--- config.mk ---
export PLATFORM = sky130hd
export DESIGN_NAME = grant_decoder_2to4
export DESIGN_NICKNAME = d
export VERILOG_FILES = /design/src/rtl/grant_decoder_2to4.sv
export SDC_FILE = /design/constraint.sdc
export NUM_CORES = 1
export LEC_CHECK = 0
export CAP_MARGIN = 0
export CORE_AREA = 2 2 39 41
export DETAILED_ROUTE_END_ITERATION = 16
export DIE_AREA = 0 0 41 43
export PLACE_DENSITY = 0.66
export SLEW_MARGIN = 30
export SYNTH_ARGS = -nofsm -noshare
export SYNTH_HDL_FRONTEND = slang
export SYNTH_SLANG_ARGS = --single-unit
export TNS_END_PERCENT = 50
--- constraint.sdc ---
create_clock -name clk -period 1.5 [get_ports clk]
set_input_delay 0.225 -clock clk [delete_from_list [all_inputs] [get_ports clk]]
set_output_delay 0.225 -clock clk [all_outputs]
set_load 0.01 [all_outputs]
--- src/rtl/grant_decoder_2to4.sv ---
// grant_decoder_2to4: decodes an accepted 2-bit request code into a held one-hot grant.
// Define GRANT_TIMEOUT_EN to build the hold counter and the auto-release timeout.
module grant_decoder_2to4 #(
    parameter int HOLD_MAX = 15,
    parameter int CNT_W    = 4
) (
    input  logic       clk,
    input  logic       rst,
    input  logic [1:0] in_code,
    input  logic       in_valid,
    output logic       in_ready,
    output logic [3:0] grant,
    output logic       grant_valid,
    input  logic       ack,
    output logic       timeout,
    output logic [1:0] last_code
);

    typedef enum logic [1:0] {
        IDLE    = 2'd0,
        GRANT   = 2'd1,
        RELEASE = 2'd2
    } state_t;

    // Reject an unreachable or unrepresentable hold limit at elaboration.
    if (HOLD_MAX < 1 || HOLD_MAX > (1 << CNT_W)) begin : g_bad_hold_max
        $error("grant_decoder_2to4: HOLD_MAX out of range for CNT_W");
    end

    state_t     state_q, state_d;
    logic [3:0] grant_q, grant_d;
    logic       gv_q, gv_d;
    logic [1:0] code_q, code_d;

`ifdef GRANT_TIMEOUT_EN
    logic [CNT_W-1:0] cnt_q, cnt_d;
    logic             to_q, to_d;

    always_ff @(posedge clk) begin
        if (rst) begin
            cnt_q <= '0;
            to_q  <= 1'b0;
        end else begin
            cnt_q <= cnt_d;
            to_q  <= to_d;
        end
    end

    assign timeout = to_q;
`else
    assign timeout = 1'b0;
`endif

    always_ff @(posedge clk) begin
        if (rst) begin
            state_q <= IDLE;
            grant_q <= 4'b0000;
            gv_q    <= 1'b0;
            code_q  <= 2'b00;
        end else begin
            state_q <= state_d;
            grant_q <= grant_d;
            gv_q    <= gv_d;
            code_q  <= code_d;
        end
    end

    always_comb begin
        state_d = state_q;
        grant_d = grant_q;
        gv_d    = gv_q;
        code_d  = code_q;
`ifdef GRANT_TIMEOUT_EN
        cnt_d   = cnt_q;
        to_d    = 1'b0;
`endif
        unique case (state_q)
            IDLE: begin
                if (in_valid) begin
                    code_d  = in_code;
                    grant_d = 4'b0001 << in_code;
                    gv_d    = 1'b1;
                    state_d = GRANT;
`ifdef GRANT_TIMEOUT_EN
                    cnt_d   = '0;
`endif
                end
            end
            GRANT: begin
                // ack takes priority over an expiring hold counter
                if (ack) begin
                    grant_d = 4'b0000;
                    gv_d    = 1'b0;
                    state_d = RELEASE;
                end
`ifdef GRANT_TIMEOUT_EN
                else if (cnt_q == CNT_W'(HOLD_MAX - 1)) begin
                    grant_d = 4'b0000;
                    gv_d    = 1'b0;
                    to_d    = 1'b1;
                    state_d = RELEASE;
                end else begin
                    cnt_d = cnt_q + 1'b1;
                end
`endif
            end
            RELEASE: begin
                state_d = IDLE;
            end
            default: begin
                state_d = IDLE;
                grant_d = 4'b0000;
                gv_d    = 1'b0;
            end
        endcase
    end

    assign in_ready    = (state_q == IDLE) && !rst;
    assign grant       = grant_q;
    assign grant_valid = gv_q;
    assign last_code   = code_q;

endmodule
* After elaboration in Yosys (flattened, before gate mapping)
Cells that the tools add are included.
** Storage, ports and cells
- Register bits after elaboration :: 9
- Latch bits :: 0
- Bits in writable memories :: 0
- ROM bits :: 0
- Input bits :: 6
- Output and inout bits :: 9
- Memories kept :: 0
** Operators by class
- $add $sub $neg :: 0
- Multiply operators :: 0
- Divide/modulo/power cells :: 0
- $lt $le $gt $ge :: 0
- Equal/unequal tests :: 4
- Shift operators :: 1
- Muxes and demuxes :: 9
- Bitwise operators :: 1
- Reduce and logical (&&, ||, !) cells :: 6
** Operators by type and width (count)
- 4-bit one-hot mux with 3 select lines :: 1
- 4-bit 2-to-1 mux :: 2
- 2-bit 2-to-1 mux :: 2
- 2-bit != test, second input constant :: 2
- 2-bit one-hot mux with 2 select lines :: 1
- 2-bit AND reduction :: 2
- 1-bit by 2-bit << shifter with 4-bit output, first input constant :: 1
- 1-bit one-hot mux with 3 select lines :: 1
- 3-bit AND reduction :: 1
- 2-bit by 1-bit == test with 1-bit output, second input constant :: 1
- 2-bit == test, second input constant :: 1
- 2-bit logical NOT :: 1
- 1-bit 2-to-1 mux :: 2
- 1-bit logical AND :: 1
- 1-bit logical NOT :: 1
- 1-bit NOT :: 1

* Depth between registers and ports, before layout
- Depth after elaboration :: 3
- Depth in mapped cells :: 4
- Mapped depth without buffers :: 3

* Least setup slack after synthesis
Ideal clock, no wire load.
- Kind :: register to register
- Start :: reg state_q[1]
- End :: reg grant_q[0], in the netlist grant[0]
- Arrival time :: 1149 ps
- Setup slack :: 293 ps
- Cell stages (with the launch flop) :: 4
- Buffers on the path :: 0
- Period minus slack after synthesis :: 1207 ps
- Cells stage by stage :: dfxtp_1 > or4b_1 > o31ai_2 > a22o_1
** Between the ends
- Longest elaborated chain between the ends :: 3
- Elaborated cells between the ends (all ways) :: 8
** RTL lines
- from (decl) :: line 30 : state_t state_q, state_d;
- from (signal assigned) :: line 61 : state_q <= state_d;
- 2-bit by 1-bit == test with 1-bit output (tied with other cells) :: line 77 : unique case (state_q)
- 2-bit != test (no line) or 1-bit NOT (tied branches)
- 3-bit AND reduction (no line)
- to (signal assigned) :: line 62 : grant_q <= grant_d;
- to (decl) :: line 31 : logic [3:0] grant_q, grant_d;
Parallel ways exist; a longest one is shown, timed or not.
A chain may end at the register's enable or synchronous reset.

* Final worst setup path
- Start :: reg gv_q, in the netlist grant_valid
- End :: out grant_valid
** RTL lines
- from (decl) :: line 32 : logic gv_q, gv_d;
- from (signal assigned) :: line 63 : gv_q <= gv_d;
- to (decl) :: line 13 : output logic grant_valid,
No word-level cell between the ends.

==> metrics.md <==
| Metric | Value |
|---|---|
| Status | finished clean |
| End-of-flow core utilization | 42.50% |
| Placer congestion estimate | 0.7183 |
| DRC Markers | 0 |
| Final hold violations | 0 |
| Starting Density | 27.94% |
| Synthesized area | about 390 µm² |
| Most frequent cells in the layout | clkdlybuf4s50_1, dfxtp_1, buf_4 |
| CP Buf/Inv Count | 1 |
| Non-Filler Instances | 75 |
| Placed cells | 71 |
| Final clock skew | 0.002381 ns |
| Die height | approximately 43 µm |
| Slew Limit Fails | 0 |
| Nets | 66 |
| YS warnings | 0 |
| Grt ovf | 0 |
| IO Port Bufs | 13 |
| Number of DRC markers in iteration 0 | 2 |
| Cts bufs inserted | 3 |
| CP startpoint kind | flip-flop |
| CTS max path bufs | 2 |
| Vias per inst | 4.560 |
| Mean Syn Cell Area | 10.17 µm² |
| Max IR drop VDD | 439.3 µV |
| PD cells | 949.5 nW/µm² |
| H-Tree Depth | 1 |
| First-pass GRT wire length | around 1300 µm |
| Hold Crit Class | reg2reg |
| I/O pins | 15 |
| Cell row count | 14 |
| Die ar. | 1763 µm² |
| Area growth syn-to-layout | 52.10% |
| Core Area | 1384 µm² |
| Clock sinks | 9 |
| DR top layer | met4 |
| Crit Path Category | reg2out |
| Sequential-to-total area share from yosys stat | between 40 and 50% |
| Synthesis-stage register bit count | 9 |
| Max_cap viols | 0 |
| Crit Path Max Fanout | 3 |
| Fmax | 0.7245 GHz |
| CTS tree | built |
| Critical Path RT | 1.27 ns |
| Clk_lat worst skew | 0.26 ns |
| Final antenna-violating net count | 0 |
| Initial antenna violation count | 0 |
| # setup viols final | 0 |
| Post-synthesis instance total | 38 |
| Final Critical Period | roughly 1.4 ns |
| P_leak | 0.2468 nW |
| Die Width | roughly 41 µm |
| Pin count of the biggest net entering global routing | 9 |
| Syn nets | 44 |
| Crit. End Element | output pin |
| Period utilization | 92.02% |
| Vias in the first global route | 318 |
| Vias after detailed routing | 342 |
| Wire per inst | just over 10 µm |
| Reg clk slew, reported paths | 0.06 ns |
| DRT met1 WL | ~350 µm |
| Proportion of layout cells with a drive suffix above 1 | 20.34% |
| HPWL Detailed | between 500 and 600 µm |
| Distinct cells, synth | 19 |
| GRT Total Usage | 11.69% |
| ANT cells | 0 |
| Most common cell after layout, fill and taps aside | clkdlybuf4s50_1 |
| WL met2 | 347 µm |
| WP data arrival | 1.16 ns |
| RSZ-0062 raised after global routing | false |
| Final setup margin | 0.1196 ns |
| Dpl ws | -0.1561 ns |
| Kind of cell adding the most delay to the critical path | buffers and inverters |
| Overall power | 0.0005583 W |
| Critical-path top delay cell | clkdlybuf4s50_1 |
| Post-CTS setup buffers | 0 |
| Routed wl met3 | 46 µm |
| Cells along the critical path | clkdlybuf4s50_1 |
| Drt total wl | 777 µm |
| TritonRoute pass-1 iters | 3 |
| Largest stage delay, worst path | 0.54 ns |
| Clk root buf | clkbuf_4 |
[flip-flops by register name, summed over array words and instances, names as in the netlist]
register,cells
grant,4
state_q,2
last_code,2
grant_valid,1
[synth_stat cells (all sizes together)]
| cell | n | share of area (%) |
|---|---|---|
| and2b | 2 | 4.2 |
| a21oi | 1 | 1.3 |
| inv | 2 | 1.9 |
| mux2i | 3 | 7.8 |
| or4b | 1 | 2.6 |
| nor4b | 1 | 2.3 |
| conb | 1 | 0.97 |
| dfxtp | 9 | 47 |
| a22o | 2 | 4.5 |
| nand2 | 2 | 1.9 |
| o21bai | 1 | 1.9 |
| nor2 | 3 | 2.9 |
| o31ai | 1 | 3.2 |
| nor3b | 1 | 1.9 |
| buf | 3 | 6.8 |
| a32o | 2 | 5.2 |
| nor3 | 3 | 3.9 |
[final timing paths]
| kind | cells after the start | end | startpoint | slack, ns |
|---|---|---|---|---|
| min reg2reg | 1 | grant[3]$_SDFFE_PP0P_ | grant[3]$_SDFFE_PP0P_ | 0.47 |
| min | 1 | grant[3]$_SDFFE_PP0P_ | grant[3]$_SDFFE_PP0P_ | 0.47 |
| max reg2reg | 4 | grant[0]$_SDFFE_PP0P_ | state_q[0]$_SDFFE_PP0P_ | 0.19 |
| max | 1 | grant_valid | grant_valid$_SDFFE_PP0P_ | 0.12 |
[report_power, final]
| group | total [W] | switching [W] | internal, W | leakage (nW) |
|---|---|---|---|---|
| clock network | 0.000193 | 0.0000898 | 0.000103 | 0.0150 |
| logic | 0.000106 | 0.0000419 | 0.0000637 | 0.158 |
| registers | 0.000260 | 0.00000784 | 0.000252 | 0.0738 |
[per-stage QoR]
| stage | TNS [ns] | cell area, µm² | hold slack [ns] |
|---|---|---|---|
| 2_1_floorplan | 0 | 386.6 | 0.3503 |
| 3_3_place_gp | -0.4873 | 563.0 | 0.4525 |
| 3_5_place_dp | -0.4891 | 563.0 | 0.4561 |
| 4_1_cts | 0 | 588.1 | 0.4709 |
| 5_1_grt | 0 | 588.1 | 0.4940 |
| 6_report | 0 | 588.1 | 0.4666 |
[metal layers]
layer  global-route usage (%)  vias up
met5                        0        -
met4                    12.00        0
met3                    5.236        5
met2                    14.37       10
met1                    13.68      154
li1                         -      173
[what timing repair did]
action	in CTS	in global routing
gates resized for setup	1	0
setup endpoints to repair	1	0
hold buffers	0	0
[cell type report]
cell class / instances / area [µm²]
Inverter: 2 / 7.507
Sequential cell: 9 / 180.2
Fill cell: 129 / 795.8
Timing Repair Buffer: 20 / 181.4
Clock buffer: 4 / 26.28
Tap cell: 16 / 20.02
Multi-Input combinational cell: 24 / 172.7
[kinds of logic (layout without fill, tap and decap cells)]
logic type	count (synthesis)	after routing	share of synthesized area [%]
flops	9	9	46.60
simple gates	13	13	19.74
compound gates	7	7	16.18
mux	3	3	7.767
buf+inv	5	26	8.737
other cells	1	1	0.9699
(Power assumes the default switching activity.)
